==> config.mk <==
export PLATFORM = sky130hd
export DESIGN_NAME = async_fifo_rd_drain
export DESIGN_NICKNAME = d
export VERILOG_FILES = /design/src/rtl/async_fifo_rd_drain.sv
export SDC_FILE = /design/constraint.sdc
export NUM_CORES = 1
export LEC_CHECK = 0
export CAP_MARGIN = 20
export CORE_MARGIN = 2
export CORE_UTILIZATION = 45
export DETAILED_ROUTE_END_ITERATION = 8
export DONT_BUFFER_PORTS = 1
export SYNTH_ARGS = -nofsm -noshare
export SYNTH_HDL_FRONTEND = slang
export SYNTH_SLANG_ARGS = --single-unit
export TNS_END_PERCENT = 100
==> constraint.sdc <==
create_clock -name rclk -period 5 [get_ports rclk]
set_input_delay 0.25 -clock rclk [delete_from_list [all_inputs] [get_ports rclk]]
set_output_delay 0.25 -clock rclk [all_outputs]
set_load 0.01 [all_outputs]
==> src/rtl/async_fifo_rd_drain.sv <==
// async_fifo_rd_drain: read-domain consumer for the async FIFO.
// Pops the FIFO, hides its 1-cycle read latency in a 2-entry buffer,
// and presents words as a valid/ready stream with burst framing.
// Ports:
//   rclk, rrst            clock, sync active-high reset
//   enable, flush         allow pops / discard FIFO contents
//   fifo_empty, fifo_data, fifo_read_error, fifo_r_en   FIFO read port
//   m_valid, m_data, m_last, m_ready                     output stream
//   flush_done, rd_err, word_count                       status
module async_fifo_rd_drain #(
    parameter int DATA_WIDTH = 8,
    parameter int BURST_LEN  = 16,
    parameter int CNT_WIDTH  = 16
) (
    input  logic                  rclk,
    input  logic                  rrst,
    input  logic                  enable,
    input  logic                  flush,
    input  logic                  fifo_empty,
    input  logic [DATA_WIDTH-1:0] fifo_data,
    input  logic                  fifo_read_error,
    output logic                  fifo_r_en,
    output logic                  m_valid,
    output logic [DATA_WIDTH-1:0] m_data,
    output logic                  m_last,
    input  logic                  m_ready,
    output logic                  flush_done,
    output logic                  rd_err,
    output logic [CNT_WIDTH-1:0]  word_count
);

    localparam int IW = (BURST_LEN > 1) ? $clog2(BURST_LEN) : 1;
    localparam logic [IW-1:0] LAST_IDX = IW'(BURST_LEN - 1);

    typedef enum logic [1:0] {
        IDLE,
        RUN,
        FLUSH
    } state_t;

    state_t                  state;
    state_t                  state_nx;
    logic [1:0]              buf_cnt;
    logic                    inflight;
    logic [DATA_WIDTH-1:0]   data0;
    logic [DATA_WIDTH-1:0]   data1;
    logic                    last0;
    logic                    last1;
    logic [IW-1:0]           burst_idx;
    logic                    push;
    logic                    pop;
    logic                    flush_enter;
    logic                    cap_last;
    logic                    wr_slot1;
    logic [2:0]              occupancy;

    assign m_valid     = (buf_cnt != 2'd0);
    assign m_data      = data0;
    assign m_last      = last0;
    assign pop         = m_valid && m_ready;
    assign flush_enter = (state != FLUSH) && flush;
    // Words arriving in FLUSH, or on the cycle FLUSH is entered, are dropped.
    assign push        = inflight && !fifo_read_error &&
                         (state != FLUSH) && !flush_enter;
    assign cap_last    = (burst_idx == LAST_IDX);
    // Tail slot after this cycle's pop has shifted the head.
    assign wr_slot1    = (buf_cnt == 2'd2) || ((buf_cnt == 2'd1) && !pop);
    assign occupancy   = {1'b0, buf_cnt} + {2'b00, inflight};

    always_comb begin
        state_nx   = state;
        fifo_r_en  = 1'b0;
        flush_done = 1'b0;
        unique case (state)
            IDLE: begin
                if (flush)
                    state_nx = FLUSH;
                else if (enable)
                    state_nx = RUN;
            end
            RUN: begin
                // A same-cycle pop frees a slot, so 1 word/cycle is sustained.
                fifo_r_en = !fifo_empty && ((occupancy < 3'd2) || pop);
                if (flush)
                    state_nx = FLUSH;
                else if (!enable)
                    state_nx = IDLE;
            end
            FLUSH: begin
                fifo_r_en = !fifo_empty;
                if (fifo_empty && !inflight) begin
                    flush_done = 1'b1;
                    state_nx   = IDLE;
                end
            end
            default: state_nx = IDLE;
        endcase
        if (rrst)
            fifo_r_en = 1'b0;
    end

    always_ff @(posedge rclk) begin
        if (rrst) begin
            state      <= IDLE;
            inflight   <= 1'b0;
            buf_cnt    <= 2'd0;
            data0      <= '0;
            data1      <= '0;
            last0      <= 1'b0;
            last1      <= 1'b0;
            burst_idx  <= '0;
            rd_err     <= 1'b0;
            word_count <= '0;
        end else begin
            state    <= state_nx;
            inflight <= fifo_r_en;
            if (fifo_read_error)
                rd_err <= 1'b1;
            if (pop)
                word_count <= word_count + 1'b1;
            if (flush_enter) begin
                buf_cnt   <= 2'd0;
                burst_idx <= '0;
            end else begin
                if (pop) begin
                    data0 <= data1;
                    last0 <= last1;
                end
                if (push) begin
                    burst_idx <= cap_last ? '0 : burst_idx + 1'b1;
                    if (wr_slot1) begin
                        data1 <= fifo_data;
                        last1 <= cap_last;
                    end else begin
                        data0 <= fifo_data;
                        last0 <= cap_last;
                    end
                end
                if (push && !pop)
                    buf_cnt <= buf_cnt + 2'd1;
                else if (pop && !push)
                    buf_cnt <= buf_cnt - 2'd1;
            end
        end
    end

endmodule

==> flow_summary_export.csv <==
group,metric,value,unit
timing,rsz0062_at_grt,"false",
final_layout,nFillCells,448,
detailed_routing,drt-initial-drc-count,137,
power,p_int,615.0,uW
power,seqPwrFrac,0.464,
clock_tree,root_buffer,"clkbuf_8",
synthesis,synthXorXnorAreaFrac,0.04881,
clock_tree,clkSinkCount,44,
worst_setup_path,reg2reg_depth,7,
grt,grt_util_all_layers,0.1859,
worst_setup_path,arrival,2.86,ns
power,p_leak,0.0008032,uW
worst_setup_path,end_kind,"flop",
synthesis,syn_area_per_cell,8.250,um2
worst_setup_path,rr_startpoint,"state[0]$_SDFFE_PP0P_",
clock_tree,clk_latency,0.30,ns
power,report.power.total,765.9,uW
worst_setup_path,slowest_stage,"a2111oi_2",
hold_path,hold_path.class,"in2reg",
synthesis,ys_seq_area_frac,0.4091,
power,power_frac_comb,0.044,
die,dieHeight,73.18,um
power,power.density,329.3,mW/mm2
timing,worst_pin_slew,0.8779,ns
synthesis,synthAdderAreaFrac,0.05230,
die,dieArea,0.005355,mm2
timing,setup_viol_count_final,0,
synthesis,synth_top_area_share,0.4091,
placement,placed_cells,303,
grt,grt_pass1_vias,1715,
worst_setup_path,reg2reg_slack,2.39,ns
die,io_pins,44,
worst_setup_path,path_cells,"inv_1 > ha_1 > or4b_1 > inv_2 > a2111oi_2 > a21oi_1 > nand3_1",
timing,min_period_over_period,0.5227,
status,outcome,"completed",
worst_setup_path,rr_endpoint,"m_last$_SDFFE_PP0N_",
grt,grt_pass1_wl,7783,um
hold_path,whs_path_depth,1,
grt,grt_overflow,0,
die,core-area,0.004661,mm2
synthesis,syn_nets,285,
placement,io_buffer_count,0,
worst_setup_path,path_max_fanout,16,
timing,slew_headroom,0.4147,
clock_tree,cts_tree,"built",
synthesis,synth_area_leaders,"dfxtp_1 41%, a21oi_1 6.5%, ha_1 5.2%",
synthesis,synth_top_family_by_area,"simple AND/OR/NAND/NOR gates",
detailed_routing,vias_per_cell,5.669,
synthesis,synth_compound_area_frac,0.1970,
timing,timing.fmax,0.3827,GHz
timing,finalMaxSlewViolations,0,
hold_path,hold_path_end,"data1[1]$_SDFFE_PP0P_",
timing,min_period,2.613,ns
detailed_routing,vias,1763,
synthesis,synth_edf_count,0,
detailed_routing,totalWireLength,4552,um
power,swShare,0.1971,
clock_tree,post_cts_buffers,0,
placement,placed_area,0.002167,mm2
timing,fin_skew,0.004570,ns
detailed_routing,wl_per_cell,14.64,um
die,initial_core_util,0.4620,
worst_setup_path,cp-start-kind,"flop",
worst_setup_path,path_class,"reg2reg",
timing,hold_violations,0,
clock_tree,cts_hold_buffers,0,
synthesis,syn-cell-area,0.002153,mm2
synthesis,netlist_instances,261,
synthesis,yosys-top-cells-count,"44 x dfxtp_1, 28 x a21oi_1, 27 x nor2_1",
final_layout,synthToLayoutAreaGrowth,8.019,%
detailed_routing,postRouteAntennaNets,0,
synthesis,synthSimpleGateAreaFrac,0.2156,
final_layout,stdcell_count,311,
synthesis,synth_area_leader_cell,"dfxtp_1",
placement,routabilityCongestion,0.7510,
power,p_clk_frac,0.492,
final_layout,fin_nets,280,
job,drv_cap,0,
final_layout,drive_gt1_frac,0.07004,
clock_tree,clockBufferDepth,2,
clock_tree,h-tree-depth,2,
synthesis,synth_most_common_cell,"dfxtp_1",
clock_tree,cts_buffers,5,
grt,grt_max_degree,41,
detailed_routing,dr.pass1.iters,4,
synthesis,muxShareOfSynthArea,0.03138,
power,p_sw,150.9,uW
die,rows,25,
final_layout,fin_area,0.002326,mm2
worst_setup_path,critPathRequiredTime,5.25,ns
clock_tree,clk_pin_slew_worst_paths,0.09,ns
power,ir_drop,113.1,uV
synthesis,synth_warnings,0,
final_layout,n_antenna_cell,0,
synthesis,async_reset_ff_frac,0,
clock_tree,cts.repair.resized,0,
hold_path,hold_start,"rrst",
placement,hpwl,3178,um
grt,grt_antenna_before_repair,0,
synthesis,synthFlopType,"dfxtp_1",
detailed_routing,drcViolationCount,0,
die,die_w,73.18,um
timing,setup_tns,0,ns
timing,timing.hold.ws,0.005690,ns
synthesis,synth_cell_types,41,
synthesis,synth_seq_cells,44,
worst_setup_path,cp_slowest_stage_delay,0.81,ns
power groups by stage:
stage	registers (uW)	clock network [uW]	logic (uW)
finish	355	377	33.9
floorplan	363	0	31.2
CTS	355	381	34.3
detailed placement	364	0	34.1
global placement	363	0	34.1
global route	356	391	38.9
critical path, delay by kind of cell (launching register included):
kind | cells | cell delay [ns]
AO/OA/AOI/OAI | 2 | 0.96
adder cells (fa/ha/maj) | 1 | 0.29
buffers and inverters | 2 | 0.37
flip-flops | 1 | 0.33
AND/OR/NAND/NOR | 2 | 0.61
routing by layer:
layer,share of wire,up-vias,track usage
met2,0.45,40,0.3093
met1,0.46,810,0.2251
li1,-,906,-
met3,0.067,7,0.05249
met5,0,-,0
met4,0.018,0,0.07407
cell families after synthesis:
group           after synthesis
simple gates                 97
compound gates               69
flops                        44
buf+inv                      24
xor+xnor                     12
fa+ha+maj                     9
mux                           6
area by class of cell:
cell class	count	area, um2	share of cell area
Multi-Input combinational cell	193	1174	0.5046
Sequential cell	44	880.8	0.3787
Clock inverter	3	90.09	0.03873
Clock buffer	5	68.82	0.02959
Tap cell	54	67.56	0.02905
Inverter	12	45.04	0.01937
per-stage QoR:
step | util | setup slack [ns]
2_1_floorplan | - | 2.840
3_3_place_gp | 0.4650 | 2.467
3_5_place_dp | 0.4650 | 2.360
4_1_cts | 0.4991 | 2.345
5_1_grt | 0.4991 | 2.099
6_report | 0.4991 | 2.387
flip-flops by register name, summed over array words and instances (netlist names):
| name | cells |
|---|---|
| m_last | 1 |
| word_count | 16 |
| last1 | 1 |
| burst_idx | 4 |
| state | 2 |
| buf_cnt | 2 |
| data1 | 8 |
| m_data | 8 |
| inflight | 1 |
| rd_err | 1 |
how the worst max path moves through the flow:
stage	from	to	slack, ns	depth (start not counted)
2_1_floorplan	state[0]$_SDFFE_PP0P_	buf_cnt[1]$_SDFFE_PP0P_	2.84	11
3_3_place_gp	state[0]$_SDFFE_PP0P_	m_last$_SDFFE_PP0N_	2.47	7
3_5_place_dp	state[0]$_SDFFE_PP0P_	m_last$_SDFFE_PP0N_	2.36	7
4_1_cts	state[0]$_SDFFE_PP0P_	m_last$_SDFFE_PP0N_	2.35	7
5_1_grt	state[0]$_SDFFE_PP0P_	m_data[5]$_SDFFE_PP0N_	2.10	7
6_report	state[0]$_SDFFE_PP0P_	m_last$_SDFFE_PP0N_	2.39	7
cell usage in the layout, fill, tap and decap left out, drive strengths merged, types with 2 or more instances in the layout:
cell / instances
clkbuf: 5
nand2b: 5
a21oi: 28
and3: 2
xnor2: 7
nor2b: 5
a31oi: 5
a22oi: 6
mux2: 6
o221ai: 2
nand2: 21
o21ai: 19
nand3: 20
or3: 4
a211oi: 2
inv: 12
xor2: 5
nor4: 2
nor3: 5
nand4: 2
bufinv: 3
ha: 9
dfxtp: 44
nor2: 27
(Power assumes the default switching activity.)
